`config.mk`:
```
export PLATFORM = sky130hd
export DESIGN_NAME = alu_cmd_initiator
export DESIGN_NICKNAME = d
export VERILOG_FILES = /design/src/rtl/alu_cmd_pkg.sv /design/src/rtl/alu_cmd_initiator.sv
export SDC_FILE = /design/constraint.sdc
export NUM_CORES = 1
export LEC_CHECK = 0
export BUFFER_PORTS_ARGS = -buffer_cell sky130_fd_sc_hd__buf_2
export CAP_MARGIN = 20
export CORE_ASPECT_RATIO = 1.4
export CORE_UTILIZATION = 40
export DETAILED_ROUTE_END_ITERATION = 7
export GPL_TIMING_DRIVEN = 0
export PLACE_DENSITY = 0.65
export SYNTH_ARGS = -nofsm -noshare
export SYNTH_HDL_FRONTEND = slang
export SYNTH_SLANG_ARGS = --single-unit
```
`constraint.sdc`:
```
create_clock -name CLK -period 2.15 [get_ports CLK]
set_clock_uncertainty 0.15 [all_clocks]
set_input_delay 0.43 -clock CLK [delete_from_list [all_inputs] [get_ports CLK]]
set_output_delay 0.43 -clock CLK [all_outputs]
set_load 0.02 [all_outputs]
```
`src/rtl/alu_cmd_pkg.sv`:
```
// Shared definitions for the UART ALU command protocol: state encodings
// exposed on the debug LEDs and the default byte width.
package alu_cmd_pkg;

    localparam int DEFAULT_NBIT = 8;

    localparam logic [2:0] ST_IDLE    = 3'd0;
    localparam logic [2:0] ST_SEND_A  = 3'd1;
    localparam logic [2:0] ST_SEND_B  = 3'd2;
    localparam logic [2:0] ST_SEND_OP = 3'd3;
    localparam logic [2:0] ST_WAIT_RX = 3'd4;
    localparam logic [2:0] ST_DONE    = 3'd5;

    typedef enum logic [2:0] {
        IDLE    = ST_IDLE,
        SEND_A  = ST_SEND_A,
        SEND_B  = ST_SEND_B,
        SEND_OP = ST_SEND_OP,
        WAIT_RX = ST_WAIT_RX,
        DONE    = ST_DONE
    } state_t;

endpackage

```
`src/rtl/alu_cmd_initiator.sv`:
```
// Host-side initiator: pushes A, B, OP into the UART TX FIFO, then waits
// (with a timeout) for the single result byte from the RX FIFO.
module alu_cmd_initiator
    import alu_cmd_pkg::*;
#(
    parameter int NBIT    = DEFAULT_NBIT,
    parameter int TIMEOUT = 1000000,
    parameter int TO_BITS = 20
) (
    input  logic            CLK,
    input  logic            RESET,
    input  logic            start,
    input  logic [NBIT-1:0] op_a,
    input  logic [NBIT-1:0] op_b,
    input  logic [NBIT-1:0] opcode,
    input  logic            tx_full,
    output logic            wr_uart,
    output logic [NBIT-1:0] w_data,
    input  logic            rx_empty,
    input  logic [NBIT-1:0] r_data,
    output logic            rd_uart,
    output logic            busy,
    output logic            done,
    output logic            timeout,
    output logic [NBIT-1:0] result,
    output logic [2:0]      state
);

    localparam logic [TO_BITS-1:0] LIMIT = TO_BITS'(TIMEOUT - 1);

    state_t             state_q;
    logic [NBIT-1:0]    opA_q;
    logic [NBIT-1:0]    opB_q;
    logic [NBIT-1:0]    opcode_q;
    logic [NBIT-1:0]    result_q;
    logic [TO_BITS-1:0] count_q;
    logic               done_q;
    logic               timeout_q;

    // Each SEND state advances only on a cycle where its byte is actually pushed.
    always_ff @(posedge CLK or posedge RESET) begin
        if (RESET) begin
            state_q   <= IDLE;
            opA_q     <= '0;
            opB_q     <= '0;
            opcode_q  <= '0;
            result_q  <= '0;
            count_q   <= '0;
            done_q    <= 1'b0;
            timeout_q <= 1'b0;
        end else begin
            done_q    <= 1'b0;
            timeout_q <= 1'b0;
            case (state_q)
                IDLE: begin
                    if (start) begin
                        opA_q    <= op_a;
                        opB_q    <= op_b;
                        opcode_q <= opcode;
                        state_q  <= SEND_A;
                    end
                end
                SEND_A: begin
                    if (!tx_full) state_q <= SEND_B;
                end
                SEND_B: begin
                    if (!tx_full) state_q <= SEND_OP;
                end
                SEND_OP: begin
                    if (!tx_full) begin
                        count_q <= '0;
                        state_q <= WAIT_RX;
                    end
                end
                WAIT_RX: begin
                    // A reply arriving on the limit cycle still completes normally.
                    if (!rx_empty) begin
                        result_q <= r_data;
                        done_q   <= 1'b1;
                        state_q  <= DONE;
                    end else if (count_q == LIMIT) begin
                        timeout_q <= 1'b1;
                        state_q   <= IDLE;
                    end else begin
                        count_q <= count_q + 1'b1;
                    end
                end
                DONE: begin
                    state_q <= IDLE;
                end
                default: begin
                    state_q <= IDLE;
                end
            endcase
        end
    end

    // FIFO strobes; reads in IDLE drain stale replies from aborted transactions.
    always_comb begin
        wr_uart = 1'b0;
        w_data  = opA_q;
        rd_uart = 1'b0;
        case (state_q)
            SEND_A: begin
                wr_uart = ~tx_full;
            end
            SEND_B: begin
                wr_uart = ~tx_full;
                if (!tx_full) w_data = opB_q;
            end
            SEND_OP: begin
                wr_uart = ~tx_full;
                if (!tx_full) w_data = opcode_q;
            end
            IDLE, WAIT_RX: begin
                rd_uart = ~rx_empty;
            end
            default: begin
                rd_uart = 1'b0;
            end
        endcase
    end

    assign busy    = (state_q != IDLE);
    assign done    = done_q;
    assign timeout = timeout_q;
    assign result  = result_q;
    assign state   = state_q;

endmodule

```
==> impl_metrics.py, run 1 <==
metrics = {
    "hold_path": {
        "holdPathEnd": "result[4]",
        "hp-class": "in -> reg",
        "worstHoldStart": "r_data[4]",
        "hold-path-cell-count": 2,
    },
    "clock_tree": {
        "clock_path_buffers": 2,
        "cts_buffers": 9,
        "cts.sinks": 57,
        "cts_tree": "yes",
        "clock_latency_ns": 0.34,
        "clockRootBuffer": "clkbuf_8",
        "path_clk_slew_ns": 0.07,
        "htree_num_levels": 3,
    },
    "logic_synthesis": {
        "yosysSeqAreaShare_pct": 50.0,
        "synth_area_leaders": "dfrtp_1, mux2_2, a21oi_1",
        "synth.distinct_cells": 50,
        "syn_avg_cell_area_um2": 11.5,
        "synthArstFlopShare_pct": 100,
        "synthCells": 248,
        "yosys_warnings": 0,
        "yosysTopAreaCellShare_pct": 50.0,
        "netlist_area_um2": 2850,
        "synthesis.nets": 286,
        "synth_area_leader_cell": "dfrtp_1",
        "synth-seq-cells": 57,
        "ys.flop_type": "dfrtp_1",
        "synth_edf_count": 0,
    },
    "floorplan": {
        "core_um2": 6940,
        "die_h_um": 102,
        "dieWidth_um": 73.4,
        "num_rows": 36,
        "start_util_pct": 41.1,
        "die-area_um2": 7480,
        "ios": 61,
    },
    "route": {
        "vias": 2271,
        "vias_per_cell": 5.26,
        "drc": 0,
        "firstDrtPassIters": 4,
        "wl_per_cell_um": 15.2,
        "wirelength_mm": 6.55,
        "final_antenna_net_count": 0,
        "drt-initial-drc-count": 141,
    },
    "grt": {
        "grt_max_degree": 41,
        "grt_pass1_vias": 2265,
        "grt_overflow": 0,
        "antenna_found_initial": 0,
        "grt_pass1_wl_mm": 10.6,
        "grt_usage_pct": 18.7,
    },
    "sta": {
        "rsz0062_at_grt": "yes",
        "slew_viol_final": 0,
        "slew_headroom_pct": 65.1,
        "timing.hold.ws_ns": 0.173,
        "max_freq_mhz": 451,
        "finalCritPeriodShare_pct": 103,
        "setup_viol": 8,
        "finalWorstSetupSlack_ns": -0.0678,
        "finalCriticalPeriod_ns": 2.22,
        "hold_viol": 0,
        "worstMarginPinSlew_ns": 0.523,
        "fin_setup_tns_ns": -0.414,
    },
    "worst_setup_path": {
        "critical_path.endpoint_type": "primary output",
        "crit_type": "reg -> out",
        "r2r_setup_slack_ns": 0.02,
        "cp_num_buf_inv": 3,
        "r2r_end": "count_q[19]",
        "worstRegToRegCells": 6,
        "cp_top_family": "buffers and inverters",
        "crit_fanout": 7,
        "path_cells": "clkbuf_8 -> nor3b_4 -> buf_6 -> nor2_1 -> a21oi_1 -> buf_4",
        "crit-reg2reg-launch": "state[1]",
        "arrival_ns": 1.64,
        "crit_path_start_kind": "flop",
        "cp.depth": 6,
        "max_stage_delay_ns": 0.39,
        "cp_slowest_cell": "dfrtp_1",
        "critical_path_required_ns": 1.57,
    },
    "layout": {
        "final_cell_mix": "dfrtp_1, buf_2, mux2_2",
        "fin_area_um2": 3730,
        "synthToLayoutAreaGrowth_pct": 30.7,
        "diodes": 0,
        "drive_above_1_share_pct": 46.0,
        "final_common_cell": "dfrtp_1",
        "fin_cells": 432,
        "nNetsFinal": 370,
        "final_core_util_pct": 53.8,
        "fillers": 625,
    },
    "placed_design": {
        "placed_cells": 404,
        "gp_congestion": 0.747,
        "post_dp_cell_area_um2": 3310,
        "dp_hpwl_mm": 4.42,
        "pre_cts_ws_ns": -0.185,
        "io_buffers": 60,
    },
    "pwr": {
        "irDropWorstVdd_v": 0.000939,
        "total_power_mw": 4.72,
        "cellLeakagePower_nw": 1.67,
        "powerDensity_nw_per_um2": 1270,
    },
    "outcome": {
        "status": "finished with violations",
        "violations": "negative setup slack",
    },
    "flow_run": {
        "max-cap-violations": 0,
    },
}
==> state kept, by name, summed over array words and instances (netlist names) <==
register	flops
done	1
opA_q	8
count_q	20
state	3
timeout	1
result	8
opB_q	8
opcode_q	8
==> logic make-up after synthesis <==
logic type                 after synthesis  synth area share [%]
buffers and inverters                   15                  2.76
xor gates and xnor gates                 1                 0.307
and+or+nand+nor                         76                  16.3
DFF                                     57                  50.0
muxes                                   46                  17.6
adders and majority gates                1                 0.438
AOI/OAI and AO/OA                       52                  12.6
==> synthesized netlist by cell type, drive strengths merged (3+ instances only) <==
cell / number
a21oi: 25
and4: 4
buf: 7
clkbuf: 5
dfrtp: 57
inv: 3
mux2: 34
mux2i: 12
nand2: 15
nand2b: 6
nand3: 5
nand4: 4
nor2: 15
nor3: 3
o2111ai: 3
o21ai: 9
or3: 7
==> metal layers <==
metal | vias up | wire length, um | global-route usage, %
li1 | 1089 | - | -
met1 | 1117 | 2700 | 21.1
met2 | 55 | 3450 | 33.3
met3 | 10 | 324 | 5.52
met4 | 0 | 80 | 6.66
met5 | - | 0 | 0
==> area by class of cell <==
| class | count | area [um^2] | share of cell area (%) |
|---|---|---|---|
| plain buffers | 12 | 104 | 2.78 |
| clock buffers | 14 | 173 | 4.63 |
| clock inverters | 2 | 35.0 | 0.939 |
| inverters | 3 | 11.3 | 0.302 |
| multi-input cells | 176 | 1410 | 37.9 |
| flip-flops and latches | 57 | 1430 | 38.2 |
| well taps | 95 | 119 | 3.19 |
| repair buffers | 73 | 449 | 12.0 |
==> power by group <==
group | leakage (nW) | internal [mW] | total [mW] | switching [mW]
logic | 0.840 | 1.01 | 2.04 | 1.04
clock network | 0.107 | 0.630 | 1.06 | 0.429
registers | 0.725 | 1.43 | 1.62 | 0.190
==> how the worst max path moves through the flow <==
stage	from	end	slack (ns)
4_1_cts	state[2]	w_data[4]	-0.09
2_1_floorplan	state[2]	w_data[2]	0.04
3_3_place_gp	RESET	count_q[4]	-0.59
3_5_place_dp	state[2]	w_data[6]	-0.19
5_1_grt	state[2]	w_data[1]	-0.14
6_report	state[2]	w_data[4]	-0.07
==> repair_timing <==
action | 4_1_cts | 5_1_grt
endpoints found under the hold margin | 17 | 0
setup buffers | 3 | 6
cloned | 1 | 1
pin swaps | 3 | 12
resized for setup | 20 | 19
hold buffers | 1 | 0
endpoints found under the setup margin | 29 | 33
Note: power is estimated with default switching activity, not from simulation.
==> run 2: changes to the inputs <==
CELL_PAD_IN_SITES_DETAIL_PLACEMENT = 0   (was default)
CELL_PAD_IN_SITES_GLOBAL_PLACEMENT = 2   (was default)
CORE_UTILIZATION = 35   (was 40)
PLACE_DENSITY = 0.82   (was 0.65)
==> impl_metrics.py, run 2 (synthesis gave the netlist of run 1 again) <==
metrics = {
    "clock_tree": {
        "cts_buffers": 9,
        "clockRootBuffer": "clkbuf_8",
        "clock_path_buffers": 2,
        "cts.sinks": 57,
        "cts_hold_buf": 0,
        "clock_latency_ns": 0.34,
        "cts_tree": "yes",
        "path_clk_slew_ns": 0.07,
        "htree_num_levels": 3,
    },
    "outcome": {
        "violations": "negative setup slack",
        "status": "finished with violations",
    },
    "worst_setup_path": {
        "cp_num_buf_inv": 4,
        "cp_slowest_cell": "dfrtp_1",
        "crit_path_start_kind": "flop",
        "max_stage_delay_ns": 0.40,
        "crit_type": "reg -> out",
        "path_cells": "clkbuf_8 -> nor3b_4 -> buf_6 -> buf_8 -> nor2_2 -> a21oi_2 -> buf_6",
        "cp_top_family": "buffers and inverters",
        "cp_common_cell": "buf_6",
        "crit_fanout": 5,
        "critical_path_required_ns": 1.57,
        "critical_path.endpoint_type": "primary output",
        "arrival_ns": 1.64,
    },
    "pwr": {
        "powerDensity_nw_per_um2": 1280,
        "irDropWorstVdd_v": 0.000779,
        "cellLeakagePower_nw": 1.69,
    },
    "sta": {
        "hold_viol": 0,
        "finalCriticalPeriod_ns": 2.22,
        "finalWorstSetupSlack_ns": -0.0685,
        "worstMarginPinSlew_ns": 0.667,
        "setup_viol": 9,
        "timing.hold.ws_ns": 0.0290,
        "finalCritPeriodShare_pct": 103,
        "slew_headroom_pct": 55.5,
        "max_freq_mhz": 451,
        "slew_viol_final": 0,
        "rsz0062_at_grt": "yes",
    },
    "placed_design": {
        "io_buffers": 60,
        "post_dp_cell_area_um2": 3310,
        "placed_cells": 409,
        "gp_congestion": 0.728,
        "dp_hpwl_mm": 4.82,
    },
    "route": {
        "drc": 0,
        "firstDrtPassIters": 4,
        "vias": 2264,
        "wl_per_cell_um": 15.7,
        "wirelength_mm": 6.88,
        "drt-initial-drc-count": 129,
        "final_antenna_net_count": 0,
        "vias_per_cell": 5.16,
    },
    "grt": {
        "grt_usage_pct": 17.5,
        "antenna_found_initial": 0,
        "grt_overflow": 0,
        "grt_pass1_wl_mm": 11.4,
        "grt_pass1_vias": 2319,
        "grt_max_degree": 31,
    },
    "layout": {
        "largest_reg_flops": 20,
        "multi_input_area_um2": 1420,
        "fin_cells": 439,
        "final_cell_mix": "dfrtp_1, buf_2, mux2_2",
        "synthToLayoutAreaGrowth_pct": 32.5,
        "fin_area_um2": 3780,
        "nNetsFinal": 372,
        "final_core_util_pct": 48.2,
        "fillers": 765,
        "final_common_cell": "dfrtp_1",
        "largest_register": "count_q",
        "diodes": 0,
        "drive_above_1_share_pct": 47.2,
        "regArea_um2": 1430,
    },
    "floorplan": {
        "num_rows": 38,
        "core_um2": 7850,
        "dieWidth_um": 78.3,
        "ios": 61,
        "die-area_um2": 8520,
        "die_h_um": 109,
        "start_util_pct": 36.4,
    },
    "flow_run": {
        "max-cap-violations": 0,
    },
    "hold_path": {
        "hp-class": "in -> async",
    },
}
[run 2: path summary, 6_finish.rpt]
check	from	to	slack (ns)	depth (start not counted)
setup / recovery	state[2]	w_data[6]	-0.07	7
hold / removal	RESET	opcode_q[5]	0.03	2
setup reg to reg	state[1]	count_q[13]	-0.02	7
hold reg to reg	result[5]	result[5]	0.35	1
max in group asynchronous	RESET	count_q[6]	1.22	3
min in group CLK	op_b[6]	opB_q[6]	0.16	2
[run 2: what timing repair did]
item                                    4_1_cts  5_1_grt
cloned                                        1        1
buffers inserted                              3        9
resized for setup                            22       25
pin swaps                                     2       13
endpoints found under the setup margin       29       26
[run 2: through the flow]
step                setup TNS (ns)  power (mW)  setup slack, ns
detailed placement           -3.22        3.37           -0.215
CTS                          -1.08        4.71           -0.150
global placement            -41.12        3.34           -0.662
finish                      -0.363        4.82          -0.0685
floorplan                        0        2.87           0.0367
global route                 -1.23        5.10           -0.155
[run 2: power breakdown]
part / switching (mW) / internal, mW
clock: 0.450 / 0.682
combinational: 1.03 / 1.04
sequential: 0.194 / 1.43
[run 2: worst register-to-register path: cells and delay by family, from the launching register on]
kind | cells | cell delay (ns)
compound gates | 2 | 0.35
buf+inv | 3 | 0.46
simple gates | 2 | 0.74
flops | 1 | 0.40
[run 2: routing by layer]
metal | wire length (um) | global-route usage, % | share of wire [%] | vias to the layer above
li1 | - | - | - | 1092
met1 | 2760 | 19.4 | 40 | 1105
met2 | 3690 | 32.0 | 54 | 51
met3 | 282 | 3.77 | 4.1 | 16
met4 | 146 | 7.54 | 2.1 | 0
met5 | 0 | 0 | 0 | -
[run 2: cell type report]
type,count,area share (%)
buffer,12,2.88
clock buffer,11,3.74
clock inverter,5,2.08
inverter,3,0.298
multi-input combinational,176,37.7
sequential,57,37.7
tap,100,3.31
timing repair buffer,75,12.3
